===== src/rtl/rep_iteration_sequencer.sv =====
// rtl/rep_iteration_sequencer.sv - REP/REPE/REPNE iteration sequencer for the string-op engine
//
// Ports:
//   i_clk           clock
//   i_reset         synchronous, active-high reset
//   i_start         begin a sequence (sampled in IDLE only)
//   i_rep_mode      0=NONE, 1=REP, 2=REPE, 3=REPNE (latched on start)
//   i_cx_in         initial iteration count (latched on start)
//   i_irq_pending   interrupt waiting (sampled in CHECK)
//   o_iter_start    1-cycle request for one iteration
//   i_iter_done     1-cycle completion pulse from the engine
//   i_zf            zero flag, valid with i_iter_done
//   o_busy          high whenever not IDLE
//   o_done          1-cycle end-of-sequence pulse
//   o_interrupted   valid with o_done; sequence ended for an interrupt
//   o_cx_wr         CX write strobe, coincident with o_done (REP modes only)
//   o_cx_out        residual count, valid while o_cx_wr is high

module rep_iteration_sequencer #(
  parameter int COUNT_WIDTH = 16
) (
  input  logic                   i_clk,
  input  logic                   i_reset,
  input  logic                   i_start,
  input  logic [1:0]             i_rep_mode,
  input  logic [COUNT_WIDTH-1:0] i_cx_in,
  input  logic                   i_irq_pending,
  output logic                   o_iter_start,
  input  logic                   i_iter_done,
  input  logic                   i_zf,
  output logic                   o_busy,
  output logic                   o_done,
  output logic                   o_interrupted,
  output logic                   o_cx_wr,
  output logic [COUNT_WIDTH-1:0] o_cx_out
);

  localparam logic [2:0] S_IDLE   = 3'd0;
  localparam logic [2:0] S_CHECK  = 3'd1;
  localparam logic [2:0] S_ISSUE  = 3'd2;
  localparam logic [2:0] S_WAIT   = 3'd3;
  localparam logic [2:0] S_FINISH = 3'd4;

  localparam logic [1:0] M_NONE  = 2'd0;
  localparam logic [1:0] M_REPE  = 2'd2;
  localparam logic [1:0] M_REPNE = 2'd3;

  logic [2:0]             r_state;
  logic [COUNT_WIDTH-1:0] r_count;
  logic [1:0]             r_mode;
  logic                   r_completed;  // at least one iteration finished
  logic                   r_intr;       // CHECK chose to end for an interrupt

  logic                   w_rep;
  logic [COUNT_WIDTH-1:0] w_next_count;
  logic                   w_terminate;
  logic                   w_finish;

  assign w_rep = (r_mode != M_NONE);

  // A single (NONE) iteration leaves the count untouched. In REP modes the
  // count is nonzero in WAIT because CHECK never issues on a zero count.
  assign w_next_count = w_rep ? (r_count - COUNT_WIDTH'(1)) : r_count;

  assign w_terminate = !w_rep
                    || (w_next_count == '0)
                    || ((r_mode == M_REPE)  && !i_zf)
                    || ((r_mode == M_REPNE) &&  i_zf);

  always_ff @(posedge i_clk) begin
    if (i_reset) begin
      r_state     <= S_IDLE;
      r_count     <= '0;
      r_mode      <= M_NONE;
      r_completed <= 1'b0;
      r_intr      <= 1'b0;
    end else begin
      case (r_state)
        S_IDLE: begin
          if (i_start) begin
            r_count     <= i_cx_in;
            r_mode      <= i_rep_mode;
            r_completed <= 1'b0;
            r_intr      <= 1'b0;
            r_state     <= S_CHECK;
          end
        end
        S_CHECK: begin
          if (w_rep && (r_count == '0)) begin
            r_state <= S_FINISH;
          end else if (i_irq_pending && r_completed) begin
            // Interrupt window opens only between iterations, never before the first.
            r_intr  <= 1'b1;
            r_state <= S_FINISH;
          end else begin
            r_state <= S_ISSUE;
          end
        end
        S_ISSUE: begin
          r_state <= S_WAIT;
        end
        S_WAIT: begin
          if (i_iter_done) begin
            r_count     <= w_next_count;
            r_completed <= 1'b1;
            r_state     <= w_terminate ? S_FINISH : S_CHECK;
          end
        end
        S_FINISH: begin
          r_intr  <= 1'b0;
          r_state <= S_IDLE;
        end
        default: begin
          r_state <= S_IDLE;
        end
      endcase
    end
  end

  assign w_finish      = (r_state == S_FINISH);
  assign o_iter_start  = (r_state == S_ISSUE);
  assign o_busy        = (r_state != S_IDLE);
  assign o_done        = w_finish;
  assign o_interrupted = w_finish && r_intr;
  assign o_cx_wr       = w_finish && w_rep;
  assign o_cx_out      = (w_finish && w_rep) ? r_count : '0;

endmodule


===== config.mk =====
export PLATFORM = sky130hd
export DESIGN_NAME = rep_iteration_sequencer
export DESIGN_NICKNAME = d
export VERILOG_FILES = /design/src/rtl/rep_iteration_sequencer.sv
export SDC_FILE = /design/constraint.sdc
export NUM_CORES = 1
export LEC_CHECK = 0
export ABC_AREA = 0
export CORE_ASPECT_RATIO = 0.5
export CORE_MARGIN = 8
export CORE_UTILIZATION = 40
export CTS_BUF_LIST = sky130_fd_sc_hd__clkbuf_4 sky130_fd_sc_hd__clkbuf_8 sky130_fd_sc_hd__clkbuf_16
export DETAILED_ROUTE_END_ITERATION = 12
export PLACE_DENSITY = 0.78
export REMOVE_ABC_BUFFERS = 1
export SLEW_MARGIN = 5
export SYNTH_ARGS = -nofsm -noshare
export SYNTH_HDL_FRONTEND = slang
export SYNTH_SLANG_ARGS = --single-unit

===== constraint.sdc =====
create_clock -name i_clk -period 2.6 [get_ports i_clk]
set_input_delay 0.78 -clock i_clk [delete_from_list [all_inputs] [get_ports i_clk]]
set_output_delay 0.78 -clock i_clk [all_outputs]
set_load 0.01 [all_outputs]

* Word level (Yosys, flattened, before mapping) *
Cells that the tools add are included.

word-level totals
  logic and storage cells = 55
  output and inout port bits = 21
  bits in registers = 23
  input port bits = 24

operators by class
  reductions and logical operators = 22
  $add $sub $neg = 1
  muxes and demuxes = 17
  equal/unequal tests = 10

operators by type and width
  cell                   count
  $mux 16                4
  $logic_not 16->1       2
  $pmux 16 s2            1
  $sub 16x1->16 const B  1
  $mux 3                 5
  $pmux 3 s4             1
  $ne 2x2->1 const B     4
  $eq 3x2->1 const B     2
  $logic_and 1x1->1      6
  $reduce_bool 3->1      2
  $eq 2x2->1 const B     2
  $mux 1                 4
  $reduce_and 2->1       2
  $reduce_and 4->1       1
  $reduce_bool 2->1      2
  $eq 3x1->1 const B     1
  $eq 3x3->1 const B     1
  $logic_not 3->1        1
  $logic_or 1x1->1       3
  $pmux 1 s3             1
  $reduce_and 3->1       1
  $logic_not 1->1        2
  $pmux 1 s2             1

* Longest topological paths before layout *
  depth in word-level cells = 9
  gate-level depth with buffers = 8
  gate-level depth less buffers = 7

* Worst setup path after synthesis *
Ideal clock, no wire load.

  path type = register to output
  start = register r_state[2]
  end = output o_cx_out[10]
  slack = 126 ps
  arrival time = 1694 ps
  buffers on the path = 2
  data required time = 1820 ps
  stages on the path, launching flop included = 6
  path through = dfxtp_1 clkbuf_1 inv_2 nor4_1 clkbuf_1 and2_1

on the way
  cells in the longest elaborated chain, start to end = 3

ends and longest elaborated chain
  what                      RTL line  RTL
  start: declaration        48        logic [2:0] r_state;
  start signal: assignment  106       r_state <= w_terminate ? S_FINISH : S_CHECK;
  $eq 3x3->1                120       assign w_finish = (r_state == S_FINISH);
  $logic_and 1x1->1         n/a
  named net o_cx_wr         34        output logic o_cx_wr,
  $mux 16                   126       assign o_cx_out = (w_finish && w_rep) ? r_count : '0;
  end: declaration          35        output logic [COUNT_WIDTH-1:0] o_cx_out

The timed path passes the listed nets, and every way through them passes these cells.

* Final worst setup path *
  start = register r_state[2]
  end = output o_cx_out[4]

on the way
  cells in the longest elaborated chain, start to end = 3

ends and longest elaborated chain
  what               RTL line
  $eq 3x3->1         120
  $logic_and 1x1->1  126
  $mux 16            126

No other way between the ends.

==> impl_metrics.ini <==
[floorplanning]
die_area_mm2 = 0.00652
io_pins = 45
dieWidth_um = 106
num_rows = 16
chipHeight_um = 61.2
initial_core_util_pct = 41.7
fp.coreArea_mm2 = 0.00392

[clocking]
cts_buffers = 3
postCtsHoldBufs = 0
clockBufferDepth = 2
cts_tree = done
cts_sinks = 23
cts.root.buffer_cell = clkbuf_8
clk_latency_ns = 0.27
cts_htree_levels = 1
path_clk_slew_ns = 0.08

[synthesis]
synth_top_area_share_pct = 28.1
ys_async_sr_fraction_pct = 0
synth_mux_area_share_pct = 1.91
syn_inst = 219
synth_edf_count = 0
synth-simple-area-share_pct = 34.7
synth.largest_area_cell = dfxtp_1
synth_seq_cells = 23
ys_types = 52
yosysSeqAreaShare_pct = 28.1
synthFlopType = dfxtp_1
synthAdderAreaFrac_pct = 0.764
avgSynthCellArea_um2 = 7.48
synthXorXnorAreaFrac_pct = 2.67
synth_top_family_by_area = simple AND/OR/NAND/NOR gates
yosysWarnings = 0
syn_area_mm2 = 0.00164
netlist_top_cells_area = dfxtp_1, and2_1, a21oi_1
synth_compound_area_share_pct = 26.5

[power]
power_density_mw_per_mm2 = 428
pwr-share-clk_pct = 24.7
switching_share_pct = 33.8
seqPwrFrac_pct = 42.7
intPower_uw = 652
pwr-share-comb_pct = 32.6
p_leak_nw = 0.978
p_sw_uw = 333
power_uw = 985
vdd_drop_max_mv = 0.189

[critical_path]
worstPathArrival_ns = 1.69
path_class = reg2out
path_cells = inv_2 > nor4_4 > buf_4 > buf_4 > and2_1 > dlygate4sd2_1
slowest_delay_ns = 0.34
critPathRequiredTime_ns = 1.82
cpMaxStageDelayCell = dfxtp_2
worstSetupEndpointType = output port
worstSetupStartpointType = flop
crit_fanout = 5
path_common_cell = buf_4

[timing]
hold_viol = 0
fmax_ghz = 0.405
fin_crit_sh_pct = 95.0
tns_ns = 0
setup_ws_ns = 0.131
worst_pin_slew_ns = 0.757
period_needed_ns = 2.47
rsz0062_at_grt = false
finClkSkew_ns = 0.00437
setup_viol_count_final = 0
relSlewSlack_pct = 49.4
slew_violations = 0

[global_routing]
track_usage_pct = 16.0
gr-max-usage-layer = met2
first_global_vias = 1675
antenna_found_initial = 0
grt_first_pass_wirelength_mm = 8.29
grt_use_met1_pct = 20.0
gr-usage-met2_pct = 27.0
grt.met3_usage_pct = 3.97
grt_start_max_net_pins = 20
grt-ovfl-total = 0

[routing]
vias_per_cell = 5.72
drt-total-wl_mm = 5.13
drcViolationCount = 0
ant_nets = 0
vias = 1872
routedWlPerCell_um = 15.7
drt_pre_antenna_iters = 4
initialDrtViolationCount = 135

[cells_and_area]
most-common-layout-cells = clkdlybuf4s50_1, dfxtp_1, a21oi_1, nand2_1, nor2_1
layout-drive-gt1-share_pct = 15.8
layout_commonest_cell = clkdlybuf4s50_1
design_area_mm2 = 0.00230
fillCellCount = 371
multi_input_area_mm2 = 0.00111
n_antenna_cell = 0
seq_area_um2 = 462
nNetsFinal = 299
area_growth_pct = 40.5
utilization_pct = 58.6

[run]
maxCapViolations = 0

[hold_path]
hold_class = reg2reg

[placement]
dpl_cell_area_mm2 = 0.00222
dp_slack_ns = 0.110
place.gp.congestion = 0.914
dp_hpwl_mm = 3.73
portBuffers = 44

[status]
status = finished, final reports clean
[final timing paths]
path                             startpoint  cells past startpoint     endpoint  slack, ns
worst max-delay path             r_state[2]                      6  o_cx_out[4]       0.13
worst min-delay path            r_completed                      2  r_completed       0.48
worst max register to register   r_count[7]                      5   r_state[2]       0.40
worst min register to register  r_completed                      2  r_completed       0.48
[through the flow]
stage          hold WS [ns]  cells
2_1_floorplan         0.444    204
3_3_place_gp          0.461    318
3_5_place_dp          0.467    318
4_1_cts               0.479    325
5_1_grt               0.526    327
6_report              0.484    327
[sequential cells by signal (all words and copies together), names as in the netlist]
signal and flops:
r_completed 1, r_count 16, r_intr 1, r_mode 2
r_state 3
[power groups by stage]
stage / logic (mW) / registers [mW] / clock network [mW]
global placement: 0.309 / 0.424 / 0
CTS: 0.319 / 0.419 / 0.248
global route: 0.353 / 0.425 / 0.265
finish: 0.321 / 0.421 / 0.243
floorplan: 0.186 / 0.423 / 0
detailed placement: 0.316 / 0.426 / 0
[synthesized netlist by cell type, drive strengths merged, types with 2 or more instances]
cell type	count
nor2	21
a21oi	21
mux2i	2
nor3	9
inv	8
and2	17
or4	3
a2bb2oi	2
a22oi	4
nand4b	3
clkbuf	14
nand2	21
nand4	3
nand2b	2
nor4	9
nand3	4
a221oi	2
a211oi	4
dfxtp	23
nand3b	2
xor2	4
nor4b	2
a21o	4
o21ai	13
[kinds of logic after synthesis]
kind of cell | after synthesis
AO/OA/AOI/OAI | 65
XOR/XNOR | 5
adder cells (fa/ha/maj) | 1
buffers and inverters | 23
flip-flops | 23
multiplexers | 3
AND/OR/NAND/NOR | 99
[area by class of cell]
cell class,count,area share [%]
Sequential cell,23,20.1
Tap cell,54,2.94
Clock buffer,4,2.12
Timing Repair Buffer,65,25.4
Multi-Input combinational cell,173,48.1
Inverter,8,1.31
[layer usage]
metal | routed length (µm) | vias up
met5 | 0 | -
met4 | 53 | 0
met3 | 360 | 6
met2 | 2490 | 53
met1 | 2230 | 897
li1 | - | 916
[worst max-delay path, delay by kind of cell, from the launching register on]
family | cells | cell delay, ns
and+or+nand+nor | 2 | 0.44
DFF | 1 | 0.34
buffers and inverters | 4 | 0.64
[timing repair]
action / CTS / global route
cloned: 1 / 0
gates resized for setup: 21 / 9
endpoints found under the setup margin: 16 / 3
pin swaps: 1 / 1
buffers inserted: 2 / 2
Note: power is estimated with default switching activity, not from simulation.
